--- src/rtl/tick_cascade_pkg.sv ---
// rtl/tick_cascade_pkg.sv - shared types and constants for the tick cascade
package tick_cascade_pkg;

  localparam int SEL_W         = 3;
  localparam int DEFAULT_CNT_W = 19;
  localparam int DIV_1KHZ      = 100000;
  localparam int DIV_1HZ       = 1000;

  typedef logic [SEL_W-1:0] sel_t;

endpackage

--- src/rtl/tick_stage.sv ---
// rtl/tick_stage.sv - one divider stage: counter, active/shadow divider, busy flag
//
// Purpose: counts input events and raises wrap_out combinationally on the
// event that completes a period. A new divider value lands in the shadow
// register and is moved to the active register only at a period boundary
// (wrap) or on a phase clear, so a running period never changes length.
// Ports:
//   clk        - system clock
//   rst        - synchronous active-high reset
//   step_in    - input event (enable for stage 0, lower wrap otherwise)
//   clr        - phase clear; applies the pending divider
//   load       - write load_value into the shadow register
//   load_value - new divider, 0 treated as 1
//   wrap_out   - high in the cycle this stage completes a period
//   busy       - shadow holds a value not yet applied

module tick_stage #(
  parameter int               CNT_W   = 8,
  parameter logic [CNT_W-1:0] DIV_RST = CNT_W'(1)
) (
  input  logic             clk,
  input  logic             rst,
  input  logic             step_in,
  input  logic             clr,
  input  logic             load,
  input  logic [CNT_W-1:0] load_value,
  output logic             wrap_out,
  output logic             busy
);

  // A zero divider would never match cnt == div-1 in a useful way, so both
  // the reset value and runtime loads are normalised to at least 1.
  localparam logic [CNT_W-1:0] RST_DIV = (DIV_RST == '0) ? CNT_W'(1) : DIV_RST;

  logic [CNT_W-1:0] cnt;
  logic [CNT_W-1:0] act_div;
  logic [CNT_W-1:0] shadow_div;
  logic [CNT_W-1:0] load_norm;
  logic [CNT_W-1:0] next_shadow;

  assign load_norm   = (load_value == '0) ? CNT_W'(1) : load_value;
  // A load in the same cycle as a wrap or clear is taken straight through,
  // so it governs the very next period.
  assign next_shadow = load ? load_norm : shadow_div;
  assign wrap_out    = step_in && (cnt == act_div - CNT_W'(1));

  always_ff @(posedge clk) begin
    if (rst) begin
      cnt        <= '0;
      act_div    <= RST_DIV;
      shadow_div <= RST_DIV;
      busy       <= 1'b0;
    end else if (clr) begin
      cnt        <= '0;
      act_div    <= next_shadow;
      shadow_div <= next_shadow;
      busy       <= 1'b0;
    end else begin
      shadow_div <= next_shadow;
      if (step_in) begin
        cnt <= wrap_out ? '0 : cnt + CNT_W'(1);
      end
      if (wrap_out) begin
        act_div <= next_shadow;
        busy    <= 1'b0;
      end else if (load) begin
        busy    <= 1'b1;
      end
    end
  end

endmodule

--- src/rtl/tick_cascade.sv ---
// rtl/tick_cascade.sv - parametrised cascade of tick dividers with registered pulses
//
// Purpose: stage 0 divides the enabled clock, each later stage divides the
// wrap event of the stage below. tick[i] is the registered wrap of stage i,
// so a higher-stage tick always coincides with every lower-stage tick.
// Ports:
//   clk_in    - system clock
//   rst       - synchronous active-high reset, highest priority
//   en        - count enable; low freezes all counters and ticks
//   sync_clr  - phase restart, applies pending divider loads
//   div_load  - strobe writing div_value into stage div_sel's shadow
//   div_sel   - target stage; values >= NUM_STAGES are ignored
//   div_value - new divider, 0 treated as 1
//   tick      - one-cycle pulse per stage
//   busy_load - per-stage pending-load flag

module tick_cascade
  import tick_cascade_pkg::*;
#(
  parameter int                          NUM_STAGES = 2,
  parameter int                          CNT_W      = DEFAULT_CNT_W,
  parameter logic [NUM_STAGES*CNT_W-1:0] DIV_INIT   = {CNT_W'(DIV_1HZ), CNT_W'(DIV_1KHZ)}
) (
  input  logic                  clk_in,
  input  logic                  rst,
  input  logic                  en,
  input  logic                  sync_clr,
  input  logic                  div_load,
  input  sel_t                  div_sel,
  input  logic [CNT_W-1:0]      div_value,
  output logic [NUM_STAGES-1:0] tick,
  output logic [NUM_STAGES-1:0] busy_load
);

  // step[0] is the enable; step[i+1] is the wrap of stage i and feeds stage i+1.
  logic [NUM_STAGES:0] step;

  assign step[0] = en;

  for (genvar gi = 0; gi < NUM_STAGES; gi++) begin : g_stage
    logic stage_load;

    assign stage_load = div_load && (div_sel == SEL_W'(gi));

    tick_stage #(
      .CNT_W   (CNT_W),
      .DIV_RST (DIV_INIT[gi*CNT_W +: CNT_W])
    ) u_stage (
      .clk        (clk_in),
      .rst        (rst),
      .step_in    (step[gi]),
      .clr        (sync_clr),
      .load       (stage_load),
      .load_value (div_value),
      .wrap_out   (step[gi+1]),
      .busy       (busy_load[gi])
    );
  end

  // A phase clear suppresses any wrap seen in the same cycle.
  always_ff @(posedge clk_in) begin
    if (rst) begin
      tick <= '0;
    end else if (sync_clr) begin
      tick <= '0;
    end else begin
      tick <= step[NUM_STAGES:1];
    end
  end

endmodule

--- config.mk ---
export PLATFORM = sky130hd
export DESIGN_NAME = tick_cascade
export DESIGN_NICKNAME = d
export VERILOG_FILES = /design/src/rtl/tick_cascade_pkg.sv /design/src/rtl/tick_stage.sv /design/src/rtl/tick_cascade.sv
export SDC_FILE = /design/constraint.sdc
export NUM_CORES = 1
export LEC_CHECK = 0
export CORE_MARGIN = 8
export CORE_UTILIZATION = 30
export CTS_BUF_LIST = sky130_fd_sc_hd__clkbuf_8
export CTS_CLUSTER_SIZE = 14
export DETAILED_ROUTE_END_ITERATION = 6
export GPL_TIMING_DRIVEN = 1
export MAX_ROUTING_LAYER = met4
export SYNTH_ARGS = -nofsm -noshare
export SYNTH_HDL_FRONTEND = slang
export SYNTH_HIERARCHICAL = 1
export SYNTH_SLANG_ARGS = --single-unit
--- constraint.sdc ---
create_clock -name clk_in -period 5.3 [get_ports clk_in]
set_input_delay 1.06 -clock clk_in [delete_from_list [all_inputs] [get_ports clk_in]]
set_output_delay 1.06 -clock clk_in [all_outputs]
set_load 0.005 [all_outputs]
Word-level counts from Yosys, hierarchy flattened:

Cells that the tools add are included.

* latch bits: 0
* memories kept: 0
* flip-flop bits (word level): 118
* bits in writable memories: 0
* word-level logic and storage cells: 36
* bits in read-only memories: 0
* output and inout bits: 4
* input port bits: 27

* multiply operators: 0
* add/subtract/negate cells: 4
* reduce and logical (&&, ||, !) cells: 11
* shifts and indexed selects: 0
* order comparisons: 0
* equal/unequal tests: 3
* bitwise operators: 0
* mux-type cells: 9
* divide/modulo/power cells: 0

Operators with widths (number)
* $mux 19: 9
* $add 19x1->19 const B: 2
* $eq 19x19->1: 2
* $sub 19x1->19 const B: 2
* $logic_not 19->1: 1
* $reduce_or 3->1: 2
* $logic_and 1x1->1: 4
* $reduce_bool 2->1: 2
* $eq 3x1->1 const B: 1
* $logic_not 3->1: 1
* $reduce_or 2->1: 1

Depth between registers and ports, before layout:

Gate-level depths: netlist of run 1.

* depth in word-level cells: 6
* mapped depth: 17
* gate-level depth less buffers: 16

Cells and area by module:

The synthesis of run 1 kept the hierarchy.

Modules (own cells, without submodules)
* tick_stage: area each 2896.5 um^2, seq. area each 1161.1 um^2, times used 2, cells an instance 313
* tick_cascade: area each 82.6 um^2, seq. area each 40.0 um^2, times used 1, cells an instance 6

Least setup slack after synthesis of run 1:

Ideal clock, no wire load.

* path kind: flip-flop to flip-flop
* start point: register g_stage[0].u_stage.act_div[4]
* end point: register g_stage[1].u_stage.act_div[2]
* data required time: 5.178 ns
* buffers on the path: 3
* clock period less this slack: 4.613 ns
* arrival time: 4.491 ns
* stages on the path, launching flop included: 16
* slack: 0.687 ns
* cells stage by stage: dfxtp_1 > buf_6 > or4_4 > nor3_2 > xnor2_1 > nand4b_1 > or4b_1 > or4_1 > nor3_1 > clkbuf_1 > nand3_1 > or4_1 > or4_4 > o31a_1 > buf_6 > o32a_1

* word-level cells in the longest chain between the ends: 5

Ends and longest elaborated chain
* start: declaration: RTL line tick_stage.sv:36 `logic [CNT_W-1:0] act_div;`
* start signal: assignment: RTL line tick_stage.sv:55 `act_div <= next_shadow;`
* start signal: assignment: RTL line tick_stage.sv:64 `act_div <= next_shadow;`
* $sub 19x1->19: RTL line tick_stage.sv:45 `assign wrap_out = step_in && (cnt == act_div - CNT_W'(1));`
* $eq 19x19->1: RTL line tick_stage.sv:45
* $logic_and 1x1->1: RTL line tick_stage.sv:45
* via step[1]: RTL line tick_cascade.sv:36 `logic [NUM_STAGES:0] step;`
* $logic_and 1x1->1: RTL line tick_stage.sv:45
* $reduce_bool 2->1 (no source line)
* end signal: assignment: RTL line tick_stage.sv:55
* end signal: assignment: RTL line tick_stage.sv:64
* end: declaration: RTL line tick_stage.sv:36

The timed path passes the listed nets, and every way through them passes these cells.
A chain may end at the register's enable or synchronous reset.

Final worst setup path of run 1:

* start point: register g_stage[0].u_stage.act_div[0]
* end point: register g_stage[1].u_stage.act_div[16]

Same word-level chain as after synthesis.

==> results by group, run 1 <==
Logic synthesis
  – Syn Inst Count: approximately 630
  – Sequential cell area fraction in the yosys report: 40.2%
  – Ys flop type: dfxtp_1
  – Count of cell types in the netlist: 51
  – Post-synth EDFFs: 0
  – Syn Std Cell Area: 5880 µm²
  – Yosys warns: 6
  – Post-synthesis net count: between 600 and 700
  – Syn Area/Cell: just over 9 µm²
  – Seq cells post-synth: 118
  – Asr flop ratio synth: 0%

Drt
  – Via density: 5.05
  – Total number of vias: 4723
  – DRC viols: 1
  – Antenna-violating nets left: 0
  – Iteration-0 DRC Markers: 296
  – Drt pass-1 iters: 7
  – Drt total wl: 13900 µm
  – Wire per inst: ~15 µm

Place
  – Placed cell count: 903
  – Final HPWL DP: 10100 µm
  – Setup WS pre-CTS: 0.278 ns
  – GPL Wtd Cong: 0.841
  – Buffers on Ports: 30
  – Placed inst area: roughly 6400 µm²

Floorplanning
  – Core area: 19300 µm²
  – Die width: 156 µm
  – Die Area: 24300 µm²
  – DIE HEIGHT: 156 µm
  – Starting Density: between 30% and 40%
  – Rows: slightly above 50
  – I/O pin count: 31

Worst setup path
  – Critical path origin: g_stage[0].u_stage/act_div[0]
  – Critical path arrival: 5.22 ns
  – Max stage delay on crit path: roughly 0.68 ns
  – Critical Path End Type: flop
  – CP Launch Type: flop
  – Critical path required time: 5.62 ns
  – R2r startpoint: g_stage[0].u_stage/act_div[0]
  – WP buf/inv: 0
  – R2R Setup Slk: approximately 0.4 ns
  – Worst-path cell chain: or4_1 > nor3_2 > xnor2_1 > nand4b_1 > or4b_1 > or4_1 > nor3_1 > nand3_1 > or4_1 > or4_4 > o31a_1 > o32a_1
  – R2R cell count: 12
  – Cell family with most CP delay: simple AND/OR/NAND/NOR gates
  – RR Endpoint: g_stage[1].u_stage/act_div[16]
  – Worst-path fanout max: 13
  – Critical path type: flop to flop
  – Most Frequent Cell on Critical Path: or4_1
  – Slowest library cell on the worst path: or4_1

Power
  – Pwr per Cell Area: roughly 290 nW/µm²
  – Clock share of power: 42.3%
  – Logic pwr share: 9.4%
  – Share of power burned in registers: between 40 and 50%
  – Switching Power: 480 µW
  – Switching Fraction: between 20% and 30%
  – Int Power: between 1 and 1.5 mW
  – Final Total Pwr: 1.96 mW
  – Worst vdd ir: 0.000122 V
  – P_leak: around 2.3 nW

Clocking
  – Post-CTS setup buffers: 0
  – Clk slew on worst S/H paths: 0.07 ns
  – H-tree depth: 4
  – CTS Sinks: approximately 120
  – Clk_lat worst skew: roughly 0.44 ns
  – CTS tree: built
  – CTS buffer count: 17
  – Clk root buf: clkbuf_8
  – Clock Path Buffers: 2

Final layout
  – Most common cell after layout, fill and taps aside: dfxtp_1
  – Share of layout cells above drive strength 1: ~8.7%
  – Design area: 6850 µm²
  – Most frequent cells in the layout: dfxtp_1, nor2_1, xor2_1
  – Layout area overhead: 16.6%
  – Finished Layout Cells: 935
  – Nets: 688
  – Inserted Diodes: 0

Job
  – Maxcap violations: 0

Timing
  – Fin. max-slew vios: 0
  – Fin crit share: 92.4%
  – Setup TNS: 0 ns
  – RSZ-0062 raised after global routing: no
  – Final setup margin: slightly above 0.4 ns
  – Period minus WS final: 4.90 ns
  – Final hold violation count: 0
  – FMAX: 204 MHz
  – Slew @ Worst Pin: 0.697 ns
  – Final setup vio count: 0
  – Rel. slew slack: 53.1%
  – Clock skew: a little over 0.009 ns

GRT
  – Largest net degree at the start of global routing: 28
  – Antenna violations before repair: 0
  – All-layer global routing usage: a little under an eighth
  – First-pass GRT wire length: 22200 µm
  – Overflow after GRT: 0
  – Vias in the first global route: about 4300

Worst hold path
  – Hold Path Cell Cnt: 2
  – Hold Crit Class: flop to flop
  – WHS Endpoint: g_stage[1].u_stage/busy
  – Hold_sp: g_stage[1].u_stage/busy

Status
  – Failing checks: DRC
  – Outcome: finished with violations
==> cell usage after synthesis, types with 6 or more instances <==
| cell | number | share of area (%) |
|---|---|---|
| o32a_1 | 26 | 4.4 |
| o21ai_0 | 8 | 0.68 |
| a211o_1 | 12 | 1.8 |
| nand2b_1 | 16 | 1.7 |
| inv_1 | 10 | 0.64 |
| dfxtp_1 | 118 | 40 |
| nand3b_1 | 8 | 1.0 |
| nand2_1 | 16 | 1.0 |
| and4_1 | 6 | 0.89 |
| nand4_1 | 12 | 1.3 |
| nor4_1 | 22 | 2.3 |
| a31oi_1 | 6 | 0.64 |
| nor3_1 | 8 | 0.68 |
| and3_1 | 6 | 0.64 |
| buf_2 | 6 | 0.51 |
| xnor2_1 | 40 | 6.0 |
| nor2_1 | 92 | 5.9 |
| clkbuf_1 | 22 | 1.4 |
| a21oi_1 | 6 | 0.51 |
| mux2i_1 | 24 | 4.1 |
| or4_1 | 12 | 1.5 |
| nand3_1 | 20 | 1.7 |
| xor2_1 | 46 | 6.9 |
| nor2b_1 | 12 | 1.3 |
| o2bb2ai_1 | 12 | 1.8 |
==> worst register-to-register path: stages (launching register included) <==
cell and delay, ns:
dfxtp_1 0.37, or4_1 0.68, nor3_2 0.18, xnor2_1 0.09, nand4b_1 0.16, or4b_1 0.52
or4_1 0.52, nor3_1 0.38, nand3_1 0.14, or4_1 0.52, or4_4 0.53, o31a_1 0.44
o32a_1 0.24
==> timing repair <==
action,CTS,global route
setup endpoints to repair,0,17
endpoints found under the hold margin,0,0
hold buffers,0,0
resized for setup,0,2
==> per-stage QoR <==
stage | hold slack, ns | util (%)
detailed placement | 0.461 | 33.3
global placement | 0.450 | 33.3
CTS | 0.475 | 35.4
global route | 0.510 | 35.4
floorplan | 0.462 | -
finish | 0.471 | 35.4
==> routing by layer <==
metal | wire [µm] | track usage [%] | up-vias
met2 | 6000 | 16.6 | 108
met4 | 224 | 5.13 | 0
li1 | - | - | 2369
met5 | 0 | - | -
met3 | 586 | 2.66 | 16
met1 | 7070 | 15.6 | 2230
==> cell type report <==
| type | count | area [µm²] |
|---|---|---|
| Clock inverter | 13 | 140 |
| Timing Repair Buffer | 42 | 403 |
| Sequential cell | 118 | 2360 |
| Inverter | 10 | 37.5 |
| Tap cell | 265 | 332 |
| Fill cell | 1961 | 12500 |
| Multi-Input combinational cell | 468 | 3320 |
| Clock buffer | 19 | 262 |
==> kinds of logic (layout without fill, tap and decap cells) <==
group                      Yosys count  count (layout)  share of synthesized area, %
buffers and inverters               46              84                          3.71
AOI/OAI and AO/OA                   92              92                          13.5
DFF                                118             118                          40.2
xor gates and xnor gates            86              86                          12.8
adders and majority gates            4               4                         0.852
and+or+nand+nor                    262             262                          24.8
muxes                               24              24                          4.09
==> registers in the layout (all words and copies together) (netlist names) <==
register / cells
tick: 2
g_stage.u_stage/busy: 2
g_stage.u_stage/act_div: 38
g_stage.u_stage/cnt: 38
g_stage.u_stage/shadow_div: 38
==> power groups by stage <==
stage          combinational, mW  sequential [mW]  clock, mW
6_report                   0.185            0.945      0.829
5_1_grt                    0.203            0.949      0.892
4_1_cts                    0.184            0.944      0.853
3_5_place_dp               0.183            0.964          0
3_3_place_gp               0.182            0.964          0
2_1_floorplan              0.129            0.953          0
==> how the worst max path moves through the flow <==
stage / slack, ns / to / cells after the start
2_1_floorplan: 0.69 / g_stage[1].u_stage/act_div[2] / 15
3_3_place_gp: 0.29 / g_stage[1].u_stage/act_div[15] / 10
3_5_place_dp: 0.28 / g_stage[1].u_stage/act_div[1] / 10
4_1_cts: 0.39 / g_stage[1].u_stage/act_div[16] / 13
5_1_grt: 0.12 / g_stage[1].u_stage/act_div[12] / 13
6_report: 0.40 / g_stage[1].u_stage/act_div[16] / 12
No activity file was read; power rests on OpenSTA's default activity.
==> run 2, diff against run 1 <==
Settings changed: RECOVER_POWER set to 100.
==> results by group, run 2 (synthesis results as in run 1) <==
Worst hold path
  – Hold Crit Class: flop to flop
  – Hold_sp: g_stage[1].u_stage/busy

Clocking
  – Clock Path Buffers: 2
  – Clk root buf: clkbuf_8
  – Clk_lat worst skew: about 0.44 ns
  – CTS buffer count: 17
  – CTS Sinks: 118
  – Clk slew on worst S/H paths: 0.07 ns
  – Post-CTS setup buffers: 0
  – CTS tree: built
  – H-tree depth: 4

Worst setup path
  – Critical Path End Type: flop
  – Max stage delay on crit path: 0.68 ns
  – Critical path required time: 5.62 ns
  – Most Frequent Cell on Critical Path: or4_1
  – Critical path arrival: 5.25 ns
  – Slowest library cell on the worst path: or4_1
  – R2r startpoint: g_stage[0].u_stage/act_div[0]
  – Critical path type: flop to flop
  – Worst-path fanout max: 13
  – Worst-path cell chain: or4_1 > nor3_2 > xnor2_1 > nand4b_1 > or4b_1 > or4_1 > nor3_1 > nand3_1 > or4_1 > or4_4 > o31a_1 > o32a_1
  – Critical path origin: g_stage[0].u_stage/act_div[0]
  – CP Launch Type: flop

Power
  – Worst vdd ir: 0.000121 V
  – P_leak: 2.30 nW
  – Pwr per Cell Area: approximately 290 nW/µm²

GRT
  – Antenna violations before repair: 0
  – Vias in the first global route: 4325
  – Overflow after GRT: 0
  – Largest net degree at the start of global routing: 28
  – First-pass GRT wire length: 22200 µm
  – All-layer global routing usage: 11.7%

Final layout
  – Inserted Diodes: 0
  – Nets: 688
  – Layout area overhead: 15.6%
  – Most common cell after layout, fill and taps aside: dfxtp_1
  – Most frequent cells in the layout: dfxtp_1, nor2_1, xor2_1
  – Share of layout cells above drive strength 1: under 10%
  – Top flop regs: g_stage.u_stage/act_div (38), g_stage.u_stage/cnt (38), g_stage.u_stage/shadow_div (38)

Drt
  – Drt pass-1 iters: 7
  – Total number of vias: 4716
  – DRC viols: 0
  – Wire per inst: approximately 15 µm
  – Drt total wl: ~14000 µm
  – Antenna-violating nets left: 0
  – Via density: slightly above 5
  – Iteration-0 DRC Markers: 272

Floorplanning
  – I/O pin count: 31
  – Core area: 19300 µm²
  – DIE HEIGHT: 156 µm
  – Starting Density: ~30%
  – Rows: 51
  – Die Area: ~24000 µm²
  – Die width: ~160 µm

Timing
  – Fin crit share: 92.9%
  – Final hold violation count: 0
  – Slew @ Worst Pin: 1.45 ns
  – Clock skew: 0.00901 ns
  – Rel. slew slack: 3.61%
  – Final setup vio count: 0
  – RSZ-0062 raised after global routing: no
  – FMAX: 203 MHz
  – Fin. max-slew vios: 0
  – Period minus WS final: 4.93 ns
  – Hold WS: 0.467 ns
  – Setup TNS: 0 ns

Place
  – Final HPWL DP: roughly 10000 µm
  – Buffers on Ports: 30
  – GPL Wtd Cong: 0.841

Job
  – Maxcap violations: 0

Status
  – Outcome: complete, no violations
[run 2: cell types whose count changed in the layout (fill, tap and decap cells not counted), moves of 5 or more]
cell,change
buf_4,-6
clkdlybuf4s50_1,-5
dlygate4sd3_1,+5
clkbuf_1,+5
[run 2: layout make-up]
class / count / area, µm²
inverter: 10 / 37.5
clock inverter: 13 / 140
multi-input combinational: 468 / 3280
fill: 1973 / 12500
sequential: 118 / 2360
clock buffer: 19 / 262
tap: 265 / 332
timing repair buffer: 42 / 382
[run 2: per-stage QoR]
step | total power [mW] | cells | instance area [µm²] | setup WS [ns] | util (%)
floorplan | 1.08 | 632 | 5880 | 0.687 | -
global placement | 1.15 | 903 | 6440 | 0.294 | 33.3
detailed placement | 1.15 | 903 | 6440 | 0.278 | 33.3
CTS | 1.98 | 935 | 6840 | 0.386 | 35.4
global route | 2.04 | 935 | 6790 | 0.124 | 35.1
finish | 1.95 | 935 | 6790 | 0.374 | 35.1
[run 2: worst max-delay path: cells and delay by family, from the launching register on]
| family | cells | cell delay [ns] |
|---|---|---|
| AO/OA/AOI/OAI | 2 | 0.67 |
| flip-flops | 1 | 0.37 |
| AND/OR/NAND/NOR | 9 | 3.66 |
| XOR/XNOR | 1 | 0.09 |
[run 2: what timing repair did]
item	CTS	global route
setup endpoints to repair	0	17
resized for setup	0	2
hold buffers	0	0
[run 2: final timing paths]
path                                    end  slack [ns]  cells after the start
max          g_stage[1].u_stage/act_div[16]        0.37                     12
min                 g_stage[1].u_stage/busy        0.47                      2
max reg2reg  g_stage[1].u_stage/act_div[16]        0.37                     12
min reg2reg         g_stage[1].u_stage/busy        0.47                      2
[run 2: layer usage]
| layer | vias to the layer above | share of wire [%] | track usage, % |
|---|---|---|---|
| met3 | 16 | 3.5 | 2.66 |
| li1 | 2368 | - | - |
| met5 | - | 0 | - |
| met1 | 2248 | 51 | 15.6 |
| met2 | 84 | 43 | 16.6 |
| met4 | 0 | 1.6 | 5.13 |
[run 2: power by group]
group          total, mW  switching [mW]  internal, mW
registers          0.945          0.0317         0.914
clock network      0.828           0.349         0.479
logic              0.181          0.0962        0.0852
